===== config.mk =====
export PLATFORM = sky130hd
export DESIGN_NAME = utf16_encoder_flat
export DESIGN_NICKNAME = d
export VERILOG_FILES = /design/src/rtl/utf16_encoder_if.sv /design/src/rtl/utf16_encoder.sv /design/src/flat_wrapper.sv
export SDC_FILE = /design/constraint.sdc
export NUM_CORES = 1
export LEC_CHECK = 0
export CORE_ASPECT_RATIO = 0.7
export CORE_UTILIZATION = 30
export CTS_CLUSTER_SIZE = 25
export DETAILED_ROUTE_END_ITERATION = 6
export GPL_ROUTABILITY_DRIVEN = 0
export RECOVER_POWER = 25
export SYNTH_ARGS = -nofsm -noshare
export SYNTH_HDL_FRONTEND = slang
export SYNTH_SLANG_ARGS = --single-unit

===== constraint.sdc =====
create_clock -name clock -period 3.4 [get_ports clock]
set_input_delay 0.68 -clock clock [delete_from_list [all_inputs] [get_ports clock]]
set_output_delay 0.68 -clock clock [all_outputs]
set_load 0.005 [all_outputs]

===== src/rtl/utf16_encoder_if.sv =====
// rtl/utf16_encoder_if.sv - code point input stream and UTF-16 unit output stream of utf16_encoder
interface utf16_encoder_if;
    logic        in_valid;
    logic        in_ready;
    logic [20:0] in_code_point;
    logic        out_valid;
    logic        out_ready;
    logic [15:0] out_unit;
    logic        out_is_high;

    modport master (
        output in_valid,
        output in_code_point,
        output out_ready,
        input  in_ready,
        input  out_valid,
        input  out_unit,
        input  out_is_high
    );

    modport slave (
        input  in_valid,
        input  in_code_point,
        input  out_ready,
        output in_ready,
        output out_valid,
        output out_unit,
        output out_is_high
    );
endinterface


===== src/rtl/utf16_encoder.sv =====
// rtl/utf16_encoder.sv - Unicode scalar to UTF-16 encoder with output FIFO; UTF16_REPLACEMENT_EN emits U+FFFD for rejects
module utf16_encoder #(
    parameter int DEPTH         = 4,
    parameter int ERR_CNT_WIDTH = 8
) (
    input  logic                       clock,
    input  logic                       reset,
    utf16_encoder_if.slave             bus,
    output logic                       error,
    output logic [ERR_CNT_WIDTH-1:0]   error_count,
    output logic [$clog2(DEPTH):0]     level
);
    localparam int PW = $clog2(DEPTH);
    localparam int LW = PW + 1;
    localparam logic [LW-1:0] DEPTH_L = LW'(DEPTH);

    logic [15:0]   mem [DEPTH];
    logic [PW-1:0] wr_ptr;
    logic [PW-1:0] wr_ptr_p1;
    logic [PW-1:0] rd_ptr;

    logic          accept;
    logic          pop;
    logic          is_surrogate;
    logic          too_big;
    logic          invalid;
    logic          supplementary;
    logic [19:0]   v;
    logic [1:0]    push_cnt;
    logic [15:0]   unit0;
    logic [15:0]   unit1;

    // in_ready looks only at registered occupancy so a pair always fits
    assign bus.in_ready    = (DEPTH_L - level) >= LW'(2);
    assign bus.out_valid   = level != '0;
    assign bus.out_unit    = mem[rd_ptr];
    assign bus.out_is_high = bus.out_valid && (bus.out_unit[15:10] == 6'b110110);

    assign accept    = bus.in_valid && bus.in_ready;
    assign pop       = bus.out_valid && bus.out_ready;
    assign wr_ptr_p1 = wr_ptr + PW'(1);

    // Modulo 2^20 subtraction is exact for the supplementary range
    assign v = bus.in_code_point[19:0] - 20'h10000;

    always_comb begin
        is_surrogate  = (bus.in_code_point[20:16] == 5'd0) && (bus.in_code_point[15:11] == 5'b11011);
        too_big       = bus.in_code_point > 21'h10FFFF;
        invalid       = is_surrogate || too_big;
        supplementary = !invalid && (bus.in_code_point[20:16] != 5'd0);
        push_cnt      = 2'd0;
        unit0         = bus.in_code_point[15:0];
        unit1         = 16'hDC00 | {6'b0, v[9:0]};
        if (invalid) begin
`ifdef UTF16_REPLACEMENT_EN
            push_cnt = 2'd1;
            unit0    = 16'hFFFD;
`else
            push_cnt = 2'd0;
`endif
        end else if (supplementary) begin
            push_cnt = 2'd2;
            unit0    = 16'hD800 | {6'b0, v[19:10]};
        end else begin
            push_cnt = 2'd1;
        end
        if (!accept) begin
            push_cnt = 2'd0;
        end
    end

    always_ff @(posedge clock) begin
        if (reset) begin
            for (int i = 0; i < DEPTH; i++) begin
                mem[i] <= 16'h0000;
            end
            wr_ptr      <= '0;
            rd_ptr      <= '0;
            level       <= '0;
            error       <= 1'b0;
            error_count <= '0;
        end else begin
            if (push_cnt != 2'd0) begin
                mem[wr_ptr] <= unit0;
            end
            if (push_cnt == 2'd2) begin
                mem[wr_ptr_p1] <= unit1;
            end
            wr_ptr <= wr_ptr + PW'(push_cnt);
            if (pop) begin
                rd_ptr <= rd_ptr + PW'(1);
            end
            level <= level + LW'(push_cnt) - LW'(pop);
            error <= accept && invalid;
            if (accept && invalid && (error_count != '1)) begin
                error_count <= error_count + 1'b1;
            end
        end
    end
endmodule


===== src/flat_wrapper.sv =====
// flat-port wrapper written by rule: the top's interface ports become plain ports
module utf16_encoder_flat 
#(
    parameter int DEPTH         = 4,
    parameter int ERR_CNT_WIDTH = 8
)
  (clock, reset, error, error_count, level, bus_in_valid, bus_in_code_point, bus_out_ready, bus_in_ready, bus_out_valid, bus_out_unit, bus_out_is_high);
  utf16_encoder_if bus_i ();
  input  logic clock;
  input  logic reset;
  output logic error;
  output logic [ERR_CNT_WIDTH-1:0] error_count;
  output logic [$clog2(DEPTH):0] level;
  input wire logic [$bits(bus_i.in_valid)-1:0] bus_in_valid;
  input wire logic [$bits(bus_i.in_code_point)-1:0] bus_in_code_point;
  input wire logic [$bits(bus_i.out_ready)-1:0] bus_out_ready;
  output wire logic [$bits(bus_i.in_ready)-1:0] bus_in_ready;
  output wire logic [$bits(bus_i.out_valid)-1:0] bus_out_valid;
  output wire logic [$bits(bus_i.out_unit)-1:0] bus_out_unit;
  output wire logic [$bits(bus_i.out_is_high)-1:0] bus_out_is_high;
  assign bus_i.in_valid = bus_in_valid;
  assign bus_i.in_code_point = bus_in_code_point;
  assign bus_i.out_ready = bus_out_ready;
  assign bus_in_ready = bus_i.in_ready;
  assign bus_out_valid = bus_i.out_valid;
  assign bus_out_unit = bus_i.out_unit;
  assign bus_out_is_high = bus_i.out_is_high;
  utf16_encoder #(.DEPTH(DEPTH), .ERR_CNT_WIDTH(ERR_CNT_WIDTH)) u_core (.clock(clock), .reset(reset), .bus(bus_i), .error(error), .error_count(error_count), .level(level));
endmodule

== Word-level counts from Yosys, hierarchy flattened ==
Memories as Yosys holds them, arrays and structs flattened. A register that Yosys moved wholly into a read port is not among the register bits.
Cells that the tools add are included.
Storage, ports and cells
  register bits after elaboration: 16
  bits in writable memories: 64
  input bits: 25
  output and inout bits: 31
  logic and storage cells: 56
  memories kept: 1
Memories
  u_core.mem: depth 4, width 16, read ports 1, clocked after memory_dff 1, write ports 4, line utf16_encoder.sv:17  | logic [15:0] mem [DEPTH];
Cells by class
  $add $sub $neg: 8
  $lt $le $gt $ge: 2
  equal/unequal tests: 4
  mux-type cells: 21
  reduce and logical (&&, ||, !) cells: 15
Operators with widths (number)
  2-to-1 mux 16 bit: 4
  OR reduction 16 bit: 2
  > comparator 21 bit, second input constant: 1
  subtractor 20 x 17 -> 20 bit, second input constant: 1
  2-to-1 mux 2 bit: 7
  2-to-1 mux 1 bit: 10
  adder 8 x 1 -> 8 bit, second input constant: 1
  inequality test 8 bit, second input constant: 1
  logical AND 1 bit: 7
  == test 6 bit, second input constant: 1
  == test 5 bit, second input constant: 1
  logical NOT 5 bit: 1
  nonzero test 5 bit: 1
  adder 2 x 1 -> 2 bit, second input constant: 2
  adder 3 x 2 -> 3 bit: 1
  >= comparator 3 x 2 -> 1 bit, second input constant: 1
  nonzero test 3 bit: 1
  subtractor 3 x 1 -> 3 bit: 1
  subtractor 3 bit, first input constant: 1
  adder 2 bit: 1
  == test 2 bit, second input constant: 1
  nonzero test 2 bit: 1
  logical NOT 1 bit: 1
  logical OR 1 bit: 1

== Logic depth before layout (Yosys ltp) ==
Gate-level depths: netlist (run 1).
  word-level depth: 14
  mapped depth: 14
  gate-level depth less buffers: 14

== Worst setup path after synthesis (run 1) ==
No wires, ideal clock.
  path kind: in2reg
  start: input bus_in_code_point[16]
  end: register u_core.level[2]
  setup time: 128 ps
  arrival time: 3126 ps
  required time: 3272 ps
  slack: 146 ps
  stages: 13
  path buffers: 0
  path through: inv_1 ha_1 or3b_2 nand2_1 o31ai_1 nor3_1 inv_1 ha_1 inv_1 fa_1 xor2_1 xnor2_1 nor2_1
Between the ends
  longest elaborated chain between the ends: 10
  elaborated cells on any way between the ends: 12
  those cells by class: 2 x add/sub; 1 x order compare; 3 x mux; 6 x reduce/logical
RTL lines
  start: declaration: line flat_wrapper.sv:15  | input wire logic [$bits(bus_i.in_code_point)-1:0] bus_in_code_point;
  branches (longest 6 deep; another with > comparator 21 bit)
  2-to-1 mux 2 bit *: line utf16_encoder.sv:54  | if (invalid) begin
  2-to-1 mux 2 bit *: line utf16_encoder.sv:67  | if (!accept) begin
  adder 3 x 2 -> 3 bit *: line utf16_encoder.sv:93  | level <= level + LW'(push_cnt) - LW'(pop);
  subtractor 3 x 1 -> 3 bit *: line utf16_encoder.sv:93
  end signal: assignment: line utf16_encoder.sv:93
  end: declaration: line utf16_encoder.sv:11  | output logic [$clog2(DEPTH):0] level
Mark *: on every way between the ends.
A chain may end at the register's enable or synchronous reset.

==> metrics.txt, run 1 <==
P_leak=2.27 nW; Hold Path Class=flop to flop; number of synthesized register bits=82; Comb pwr share=32.5%; CP max FO=10; Synth Instances=426; WP depth=12; core region area=14800 um^2; asr flop ratio synth=0%; worst-path cell chain=clkdlybuf4s50_1, inv_1, ha_1, buf_4, or4b_1, clkbuf_1, nor3_2, a21oi_2, nor4b_1, nor2_2, nand2_1, buf_12; DIE AREA=15700 um^2; Crit-path slowest cell=nor4b_1; dpl cell area=5760 um^2; number of cell rows=37; sequential area share after synthesis=44.7%; Antenna Diode Count=0; Psw=1.04 mW; share of cells above drive strength 1=22.9%; Synth cell types=71; Remaining DRCs=0; total clock sinks=82; required time worst endpoint=3.46 ns; Commonest cells post-synth=dfxtp_1 (42), edfxtp_1 (40), nor2_1 (37); GRT Total Usage=17.6%; Post-CTS Setup Bufs=0; hold_ws=0.482 ns; largest net degree at the start of global routing=43; DR WL/cell=18.4 um; Via density=5.38; Synth-to-Final Area Change=32.4%; most numerous cell in the Yosys netlist=dfxtp_1; power density cells=547 nW/um^2; Flop pwr share=37.2%; Detail Route Antenna Nets=0; vias=3941; first-pass GRT wire length=20900 um; worst hold stages=1; Setup crit end kind=flop; Hold Fails Final Rpt=0; root buf cell=clkbuf_16; Worst EP arrival=3.29 ns; leading cell types by total area after synthesis=edfxtp_1 (26%), dfxtp_1 (18%), mux4_2 (7.9%); synthesized area per cell=10.7 um^2; total global routing overflow=0; initial drt markers=257; Reg2Reg Depth=14; switching part of the total power=31.4%; yosys warns=0; post-layout worst setup margin=0.164 ns; final period utilization=95.2%; min Tclk post-route=3.24 ns; Crit path buffers/inverters=5; largest area contributor in the synthesized netlist=edfxtp_1; critical path class=primary input to flop; Top Family by Delay on Critical Path=simple AND/OR/NAND/NOR gates; initial antenna violation count=0; Clock Skew=0.00483 ns; worst slew pin tran=0.735 ns; Post-synth EDFFs=40; DIE WIDTH=150 um; Mapped Area=4570 um^2; Internal=2.27 mW; area fraction of the dominant cell type after synthesis=26.3%; Max Fclk=309 MHz; Final Net Count=567; RSZ-0062 raised after global routing=no; die span in y=105 um; Post-DP HPWL=9850 um; DRT Pass-1 Iters=5; Clock H-tree levels=3; Clock Latency Late Sink=0.34 ns; Synth Flop Type=dfxtp_1; Routed WL=13500 um; Max-Cap Viols=0; Initial Util=31.0%; utilization after layout=41.0%; CTS Buffer Depth=2; status=complete, no violations; TritonCTS clock tree=done; IO Count=56; number of global-route vias before repair=3834; Syn Nets=461; setup TNS=0 ns; Worst VDD drop=0.255 mV; Finish-stage setup viols=0; Clock Pin Slew Worst Setup and Hold Paths=0.06 ns; Slew Viols, Final=0; Startpoint Class=primary input; Clock Power Share=30.4%; TritonCTS Buffers=9; post-route cell area=6060 um^2; worst relative slew slack=51.0%; I/O Buffers=55; Place WS=-0.222 ns; CP max stage delay=0.57 ns
==> metrics by stage <==
| step | power [mW] | cells |
|---|---|---|
| 2_1_floorplan | 1.86 | 426 |
| 3_3_place_gp | 2.34 | 716 |
| 3_5_place_dp | 2.37 | 716 |
| 4_1_cts | 3.37 | 732 |
| 5_1_grt | 3.48 | 732 |
| 6_report | 3.31 | 732 |
==> cell families (layout without fill, tap and decap cells) <==
family	after synthesis	in the layout	synth area share, %
adder cells (fa/ha/maj)	10	10	2.90
multiplexers	19	19	8.59
XOR/XNOR	12	12	2.30
buffers and inverters	53	164	5.47
AND/OR/NAND/NOR	156	156	19.1
AO/OA/AOI/OAI	94	94	17.0
flip-flops	82	82	44.7
==> power by group through the flow <==
stage	sequential, mW	combinational (mW)	clock, mW
after floorplan	1.23	0.634	0
after global placement	1.25	1.09	0
after detailed placement	1.25	1.11	0
after CTS	1.23	1.12	1.02
after global routing	1.24	1.18	1.07
final	1.23	1.08	1.01
==> repair_timing <==
item	4_1_cts	5_1_grt
resized for setup	0	0
endpoints found under the setup margin	0	1
hold buffers	0	0
==> layout make-up <==
type	instances	area, um^2
clock buffers	9	225
clock inverters	7	76.3
inverters	21	78.8
flip-flops and latches	82	2040
repair buffers	127	1110
multi-input cells	291	2280
fillers	1389	8710
well taps	195	244
==> cells in the final DEF, fill, tap and decap left out, types with 5 or more instances in the layout <==
cell type and n:
a21oi_1 7, clkbuf_16 9, nand4_1 7, nor3_1 7, nor2b_1 10, mux4_2 16, inv_1 21, xnor2_1 8
dlygate4sd3_1 28, o22a_1 5, ha_1 9, clkdlybuf4s50_1 27, o21ai_0 7, dfxtp_1 42, edfxtp_1 40, o22ai_1 7
nand2b_1 5, a32oi_1 10, a22o_1 19, and3_1 6, nor2_1 37, nand2_1 34, buf_4 68, nand3_1 15
o311ai_0 7, nand3b_1 6
==> state kept, by name, indices dropped and copies added, names as in the netlist, named ones only <==
| name | count |
|---|---|
| u_core.rd_ptr | 2 |
| u_core.wr_ptr | 2 |
| u_core.mem | 64 |
| u_core.level | 3 |
| u_core.error_count | 8 |
| u_core.error | 1 |
==> final timing paths <==
path	from	endpoint	slack (ns)
min reg2reg	u_core.mem[3][15]	u_core.mem[3][15]	0.48
max	bus_in_code_point[16]	u_core.mem[3][6]	0.16
max reg2reg	u_core.level[1]	u_core.level[2]	0.44
min	u_core.mem[3][15]	u_core.mem[3][15]	0.48
==> per-layer routing <==
layer / share of wire, % / GRT usage [%] / up-vias
met1: 47 / 25.4 / 1922
met4: 0.88 / 4.23 / 0
met2: 44 / 26.1 / 170
met5: 0 / 0 / -
li1: - / - / 1837
met3: 8.7 / 4.42 / 12
Note: power is estimated with default switching activity, not from simulation.
==> inputs of run 2 (changes only) <==
Settings changed: CORE_UTILIZATION 30 to 42, PLACE_DENSITY set to 0.65, SLEW_MARGIN set to 10.
==> run 2 against run 1 <==
Total power rose by 1.4%. Critical path depth fell by 9. Register-to-register slack improved by 0.02 ns. Maximum frequency barely moved. Combinational power barely moved. Clock power barely moved. First-iteration DRC count rose by 89%. Count of clock-buffer cells in the layout rose by 1. Non-clock buffer count rose by 3. Largest cell class unchanged. Highest routed layer unchanged.
==> metrics.txt, run 2 (synthesis results as in run 1) <==
Clock Skew=0.00943 ns; min Tclk post-route=3.23 ns; Hold Fails Final Rpt=0; Synth-to-Final Area Change=31.8%; total global routing overflow=0; Worst EP arrival=2.55 ns; initial drt markers=486; most common cell after layout, fill and taps aside=buf_4; Routed WL=13300 um; TritonCTS Buffers=9; final period utilization=95.1%; initial antenna violation count=0; Reg2Reg Depth=14; Detail Route Antenna Nets=0; setup TNS=0 ns; Max Fclk=309 MHz; Place WS=-0.236 ns; Top Registers=u_core.mem: 64 flops, u_core.error_count: 8 flops, u_core.level: 3 flops; GRT Total Usage=24.8%; Finish-stage setup viols=0; TritonCTS clock tree=done; commonest non-fill, non-tap cells in the layout=buf_4 (71), dfxtp_1 (42), edfxtp_1 (40); Worst VDD drop=0.252 mV; Clock Latency Late Sink=0.35 ns; Top Family by Delay on Critical Path=buffers and inverters; worst slew pin tran=0.696 ns; Final Net Count=570; CTS Buffer Depth=2; Placed Cells incl. Taps=656; critical path class=flop to output pin; power density cells=557 nW/um^2; r2r endpoint=u_core.level[2]; post-layout worst setup margin=0.166 ns; R2R Path Start=u_core.level[1]; largest net degree at the start of global routing=43; Crit-path slowest cell=mux4_2; worst relative slew slack=52.4%; status=complete, no violations; worst hold stages=2; number of global-route vias before repair=3807; core region area=10500 um^2; total power draw=3.36 mW; Clock Pin Slew Worst Setup and Hold Paths=0.06 ns; Post-CTS Setup Bufs=0; Slew Viols, Final=0; DIE AREA=11300 um^2; Setup crit end kind=output pin; Antenna Diode Count=0; Max-Cap Viols=0; dpl cell area=5720 um^2; WP depth=3; required time worst endpoint=2.72 ns; Largest Register=u_core.mem; Hold Path Class=flop to flop; CP max FO=7; total clock sinks=82; Initial Util=43.7%; max reg flops=64; post-route cell area=6030 um^2; Crit path buffers/inverters=2; vias=4010; number of cell rows=31; Clock H-tree levels=3; Via density=5.97; RSZ-0062 raised after global routing=no; I/O Buffers=55; Remaining DRCs=0; DIE WIDTH=127 um; die span in y=89.3 um; worst reg2reg setup slack=0.46 ns; CP max stage delay=0.62 ns; Startpoint Class=flop; worst-path cell chain=clkbuf_1, mux4_2, dlygate4sd3_1; worst setup path end=bus_out_unit[0]; final cell count without fillers=672; IO Count=56; P_leak=2.31 nW; DRT Pass-1 Iters=6; root buf cell=clkbuf_16; Post-DP HPWL=9590 um; DR WL/cell=19.8 um; share of cells above drive strength 1=23.3%; first-pass GRT wire length=20800 um
==> run 2: area by class of cell <==
cell class	count	area (um^2)
Fill cell	888	4440
Inverter	21	78.8
Sequential cell	82	2040
Timing Repair Buffer	130	1150
Multi-Input combinational cell	291	2290
Clock buffer	10	229
Tap cell	132	165
Clock inverter	6	81.3
==> run 2: per-stage QoR <==
step                      util, %  hold slack [ns]
after floorplan                 -            0.427
after global placement       54.6            0.469
after detailed placement     54.6            0.459
after CTS                    57.6            0.488
after global routing         57.6            0.510
final                        57.6            0.488
==> run 2: how the worst min path moves through the flow <==
stage / slack (ns) / to / start
2_1_floorplan: 0.43 / u_core.mem[2][10] / u_core.mem[2][10]
3_3_place_gp: 0.47 / u_core.mem[3][13] / u_core.mem[3][13]
3_5_place_dp: 0.46 / u_core.mem[2][10] / u_core.mem[2][10]
4_1_cts: 0.49 / u_core.mem[2][10] / u_core.mem[2][10]
5_1_grt: 0.51 / u_core.mem[2][13] / u_core.mem[2][13]
6_report: 0.49 / u_core.mem[2][13] / u_core.mem[2][13]
==> run 2: timing repair <==
item                       4_1_cts  5_1_grt
setup endpoints to repair        0        1
hold buffers                     0        0
resized for setup                0        1
==> run 2: report_power, final <==
part           internal [mW]  total (mW)  switching (mW)
Clock                  0.638        1.03           0.391
Sequential              1.16        1.23          0.0708
Combinational          0.547        1.10           0.549
==> run 2: metal layers <==
layer	GRT usage (%)	routed length, um	vias up
met5	0	0	-
met4	7.03	157	0
met3	6.10	998	15
met2	37.5	5780	152
met1	35.7	6370	1996
li1	-	-	1847
==> run 2: worst register-to-register path, stage by stage, from the launching register on <==
cell and delay [ns]:
dfxtp_1 0.36, inv_1 0.08, ha_1 0.18, ha_1 0.26, nor3b_1 0.45, inv_1 0.15, nand2_1 0.23, nor3_2 0.09
inv_1 0.07, ha_1 0.11, inv_1 0.05, fa_1 0.43, xor2_1 0.18, xnor2_1 0.15, nor2_1 0.05
==> inputs of run 3 (changes only) <==
Settings changed: CAP_MARGIN set to 20.
==> results of run 3 <==
Final layout, timing and power as in run 2 (identical DEF).
